==> src/rtl/frg1_activity_monitor.sv <==
// frg1_activity_monitor: counts per-output toggles of frg1's d0/e0/f0 over a window of valid samples.
// Optional macro TOGGLE_SAT_EN: counters saturate at all-ones and a sat_flag output is added.
module frg1_activity_monitor #(
  parameter int CNT_W = 16,
  parameter int WIN_W = 12
) (
  input  logic             clk,
  input  logic             rst,
  input  logic             start,
  input  logic [WIN_W-1:0] window_len,
  input  logic             sample_vld,
  input  logic             d0,
  input  logic             e0,
  input  logic             f0,
  output logic             busy,
  output logic             res_vld,
  input  logic             res_rdy,
  output logic [CNT_W-1:0] tog_d0,
  output logic [CNT_W-1:0] tog_e0,
  output logic [CNT_W-1:0] tog_f0,
  output logic [CNT_W+1:0] tog_total,
`ifdef TOGGLE_SAT_EN
  output logic             sat_flag,
`endif
  output logic [1:0]       dbg_state
);

  // Handshake: results are offered with res_vld=1 and are held unchanged until a
  // rising edge sees res_rdy=1; that edge returns the block to IDLE.
  typedef enum logic [1:0] {
    S_IDLE  = 2'd0,
    S_PRIME = 2'd1,
    S_RUN   = 2'd2,
    S_DONE  = 2'd3
  } state_t;

  state_t           r_state;
  logic [WIN_W-1:0] r_remain;
  logic [2:0]       r_ref;
  logic [CNT_W-1:0] r_tog_d0;
  logic [CNT_W-1:0] r_tog_e0;
  logic [CNT_W-1:0] r_tog_f0;
  logic             r_busy;
  logic             r_res_vld;
  logic [2:0]       w_sample;
  logic [2:0]       w_diff;
  logic [CNT_W-1:0] w_nxt_d0;
  logic [CNT_W-1:0] w_nxt_e0;
  logic [CNT_W-1:0] w_nxt_f0;
`ifdef TOGGLE_SAT_EN
  logic             r_sat;
  logic             w_sat_hit;
`endif

  function automatic logic [CNT_W-1:0] f_bump(input logic [CNT_W-1:0] cnt, input logic hit);
    logic [CNT_W-1:0] v_res;
    v_res = cnt;
`ifdef TOGGLE_SAT_EN
    if (hit && (cnt != {CNT_W{1'b1}})) v_res = cnt + CNT_W'(1);
`else
    if (hit) v_res = cnt + CNT_W'(1);
`endif
    return v_res;
  endfunction

  assign w_sample = {d0, e0, f0};
  assign w_diff   = w_sample ^ r_ref;
  assign w_nxt_d0 = f_bump(r_tog_d0, w_diff[2]);
  assign w_nxt_e0 = f_bump(r_tog_e0, w_diff[1]);
  assign w_nxt_f0 = f_bump(r_tog_f0, w_diff[0]);
`ifdef TOGGLE_SAT_EN
  assign w_sat_hit = (&w_nxt_d0) | (&w_nxt_e0) | (&w_nxt_f0);
`endif

  always_ff @(posedge clk or posedge rst) begin
    if (rst) begin
      r_state   <= S_IDLE;
      r_remain  <= '0;
      r_ref     <= 3'b000;
      r_tog_d0  <= '0;
      r_tog_e0  <= '0;
      r_tog_f0  <= '0;
      r_busy    <= 1'b0;
      r_res_vld <= 1'b0;
`ifdef TOGGLE_SAT_EN
      r_sat     <= 1'b0;
`endif
    end else begin
      case (r_state)
        S_IDLE: begin
          if (start) begin
            r_remain <= window_len;
            r_tog_d0 <= '0;
            r_tog_e0 <= '0;
            r_tog_f0 <= '0;
`ifdef TOGGLE_SAT_EN
            r_sat    <= 1'b0;
`endif
            // A zero-length window has nothing to measure and reports at once.
            if (window_len == '0) begin
              r_state   <= S_DONE;
              r_res_vld <= 1'b1;
            end else begin
              r_state <= S_PRIME;
              r_busy  <= 1'b1;
            end
          end
        end
        S_PRIME: begin
          if (sample_vld) begin
            r_ref   <= w_sample;
            r_state <= S_RUN;
          end
        end
        S_RUN: begin
          if (sample_vld) begin
            r_tog_d0 <= w_nxt_d0;
            r_tog_e0 <= w_nxt_e0;
            r_tog_f0 <= w_nxt_f0;
            r_ref    <= w_sample;
            r_remain <= r_remain - WIN_W'(1);
`ifdef TOGGLE_SAT_EN
            if (w_sat_hit) r_sat <= 1'b1;
`endif
            if (r_remain == WIN_W'(1)) begin
              r_state   <= S_DONE;
              r_busy    <= 1'b0;
              r_res_vld <= 1'b1;
            end
          end
        end
        S_DONE: begin
          if (res_rdy) begin
            r_state   <= S_IDLE;
            r_res_vld <= 1'b0;
          end
        end
        default: begin
          r_state   <= S_IDLE;
          r_busy    <= 1'b0;
          r_res_vld <= 1'b0;
        end
      endcase
    end
  end

  assign busy      = r_busy;
  assign res_vld   = r_res_vld;
  assign tog_d0    = r_tog_d0;
  assign tog_e0    = r_tog_e0;
  assign tog_f0    = r_tog_f0;
  assign tog_total = (CNT_W+2)'(r_tog_d0) + (CNT_W+2)'(r_tog_e0) + (CNT_W+2)'(r_tog_f0);
  assign dbg_state = r_state;
`ifdef TOGGLE_SAT_EN
  assign sat_flag  = r_sat;
`endif

endmodule

==> config.mk <==
export PLATFORM = sky130hd
export DESIGN_NAME = frg1_activity_monitor
export DESIGN_NICKNAME = d
export VERILOG_FILES = /design/src/rtl/frg1_activity_monitor.sv
export SDC_FILE = /design/constraint.sdc
export NUM_CORES = 1
export LEC_CHECK = 0
export CAP_MARGIN = 25
export CELL_PAD_IN_SITES_DETAIL_PLACEMENT = 1
export CELL_PAD_IN_SITES_GLOBAL_PLACEMENT = 1
export CORE_ASPECT_RATIO = 0.75
export CORE_MARGIN = 1
export CORE_UTILIZATION = 35
export CTS_CLUSTER_DIAMETER = 100
export DETAILED_ROUTE_END_ITERATION = 16
export MAX_ROUTING_LAYER = met4
export PLACE_DENSITY_LB_ADDON = 0.1
export SLEW_MARGIN = 30
export SYNTH_ARGS = -nofsm -noshare
export SYNTH_HDL_FRONTEND = slang
export SYNTH_SLANG_ARGS = --single-unit
export TNS_END_PERCENT = 30
==> constraint.sdc <==
create_clock -name clk -period 10.2 [get_ports clk]
set_clock_uncertainty 0.15 [all_clocks]
set_input_delay 2.04 -clock clk [delete_from_list [all_inputs] [get_ports clk]]
set_output_delay 2.04 -clock clk [all_outputs]
set_load 0.01 [all_outputs]
==> results.json <==
{
  "dieHeight_um": 101,
  "grt_overflow": 0,
  "fin_nets": 647,
  "antenna_found_initial": 0,
  "drc": 0,
  "synthTopCellsByArea": "dfrtp_1 (37%), fa_1 (7.4%), ha_1 (6.8%)",
  "pwr_density_cell_nw_per_um2": 181,
  "postRouteAntennaNets": 0,
  "r2r_start": "dbg_state[0]",
  "synth_edf_count": 0,
  "met3_usage_pct": 3.67,
  "cp-start-kind": "flip-flop",
  "status": "completed",
  "crit_path_max_fanout": 7,
  "cts_made_buffers": 9,
  "min_to": "busy",
  "diodes": 0,
  "die_x_um": 134,
  "post_cts_resize_count": 0,
  "synth_async_sr_flop_share_pct": 100,
  "fillers": 1461,
  "tns_ns": 0,
  "cts_hold_buf": 0,
  "synth.avg_cell_area_um2": 9.25,
  "core-area_um2": 12500,
  "synth_most_common_cell": "dfrtp_1",
  "syn_inst": 495,
  "synth_top_area_share_pct": 36.6,
  "cts.sinks": 67,
  "cp_data_required_time_ns": 8.01,
  "fin_util_pct": 47.4,
  "ff_latch_area_um2": 1680,
  "drive_gt1_share_pct": 5.77,
  "timing.fmax_mhz": 164,
  "tightestPinTransition_ns": 0.747,
  "rsz0062_at_grt": "no",
  "min_from": "busy",
  "critPathKind": "reg -> out",
  "io_buffer_count": 89,
  "vias": 3991,
  "relSlewSlack_pct": 50.2,
  "finalWirelength_mm": 13.6,
  "hpwlAfterDp_mm": 10.4,
  "period_share_pct": 59.7,
  "synthFlopType": "dfrtp_1",
  "hold_viol": 0,
  "reg2reg_slack_ns": 7.23,
  "viasPerCell": 5.29,
  "dr.pass1.iters": 4,
  "dieArea_um2": 13500,
  "grt.busiest_layer": "met1",
  "synthToLayoutAreaGrowth_pct": 29.6,
  "setup_viol": 0,
  "ys_seq_elements": 67,
  "grt_pass1_wl_mm": 22.3,
  "grt_use_met1_pct": 32.5,
  "worst_slack_ns": 4.11,
  "crit_path_end_kind": "output pin",
  "stdcell_area_um2": 5930,
  "arrival_ns": 3.90,
  "synth-seq-area-share_pct": 36.6,
  "cts-root-buf": "clkbuf_16",
  "leakage_nw": 2.63,
  "num_rows": 35,
  "cts_setup_buffers": 0,
  "wire_per_inst_um": 18.0,
  "grt_max_degree": 68,
  "multi_input_comb_area_um2": 2750,
  "hold_depth": 1,
  "start_util_pct": 36.6,
  "grt_use_met2_pct": 32.3,
  "clock_path_buffers": 2,
  "final_max_slew_viol_count": 0,
  "yosysWarnings": 0,
  "io_pins": 90,
  "place_area_um2": 5650,
  "reg2reg_depth": 9,
  "hold_class": "reg -> reg",
  "cap_violations": 0,
  "grt_pass1_vias": 4117,
  "drt_iter0_markers": 160,
  "irDropWorstVdd_mv": 0.131,
  "path_clk_slew_ns": 0.06,
  "synthDistinctLibCells": 51,
  "place_ws_ns": 4.51,
  "clk_latency_ns": 0.33,
  "syn_nets": 557,
  "fin_crit_ns": 6.09,
  "grt.total_usage_pct": 22.2,
  "synth_area_leader_cell": "dfrtp_1",
  "total_power_mw": 1.07,
  "reg2reg_to": "tog_f0[8]",
  "gp_congestion": 0.808,
  "cts_htree_levels": 3,
  "syn_area_um2": 4580,
  "ys_top_cells_by_count": "dfrtp_1 (67), nor2_1 (55), a21oi_1 (40)",
  "cts_tree": "done"
}
how the worst max path moves through the flow:
stage / slack (ns) / to / startpoint
6_report: 4.11 / tog_total[16] / tog_d0[3]
3_3_place_gp: 4.58 / tog_total[16] / tog_d0[2]
4_1_cts: 4.13 / tog_total[16] / tog_d0[3]
3_5_place_dp: 4.51 / tog_total[16] / tog_d0[3]
2_1_floorplan: 5.40 / tog_total[16] / tog_d0[2]
5_1_grt: 3.85 / tog_total[16] / tog_d0[2]
through the flow:
step	hold slack (ns)	cells
5_1_grt	0.383	755
3_3_place_gp	0.349	740
3_5_place_dp	0.343	740
6_report	0.357	755
4_1_cts	0.364	755
2_1_floorplan	0.350	495
layer usage:
metal	up-vias	wire length, µm	share of wire [%]
met5	-	0	0
met4	0	82	0.60
met3	12	446	3.3
met2	82	5760	42
met1	1985	7330	54
li1	1912	-	-
registers in the layout, summed over array words and instances, names as in the netlist:
signal,cells
busy,1
dbg_state,2
r_ref,3
r_remain,12
tog_d0,16
tog_f0,16
res_vld,1
tog_e0,16
placed cells by master (no fill, tap or decap), drive strengths merged, types with 2 or more instances in the layout:
cell / n
buf: 4
or3: 7
ha: 25
and3: 8
nor3: 6
clkbuf: 13
xor2: 33
nand2: 35
o22ai: 5
a21oi: 41
a31o: 2
a31oi: 2
xnor2: 17
a211oi: 2
nor4: 9
dfrtp: 67
and4: 4
clkinv: 2
nand4: 13
nand3: 36
o211ai: 2
o21a: 4
a21o: 2
o21ai: 28
a22o: 2
nand2b: 4
inv: 26
nor2b: 4
mux2i: 5
clkdlybuf4s50: 89
a221oi: 2
fa: 17
mux2: 4
and2: 5
nor2: 55
worst max-delay path, stage by stage (launching register included):
cell	delay, ns
dfrtp_1	0.50
fa_1	0.56
ha_1	0.38
o211ai_1	0.20
o21a_1	0.21
a21oi_1	0.15
a221oi_1	0.64
o21ai_0	0.22
xor2_1	0.16
clkdlybuf4s50_1	0.55
area by class of cell:
type / instances / share of cell area, %
Clock buffer: 13 / 4.56
Sequential cell: 67 / 28.3
Tap cell: 166 / 3.50
Inverter: 26 / 1.65
Clock inverter: 2 / 0.169
Timing Repair Buffer: 93 / 15.6
Multi-Input combinational cell: 388 / 46.3
logic make-up after synthesis:
logic type	after synthesis	synth area share (%)
xor gates and xnor gates	50	9.57
and+or+nand+nor	192	21.8
AOI/OAI and AO/OA	95	12.2
DFF	67	36.6
muxes	9	2.16
buffers and inverters	40	3.42
adders and majority gates	42	14.3
power by group:
part / internal, mW / switching, mW / leakage [nW]
sequential: 0.312 / 0.0513 / 0.878
combinational: 0.164 / 0.247 / 1.61
clock: 0.182 / 0.115 / 0.141
total: 0.659 / 0.413 / 2.63
Note: power is estimated with default switching activity, not from simulation.
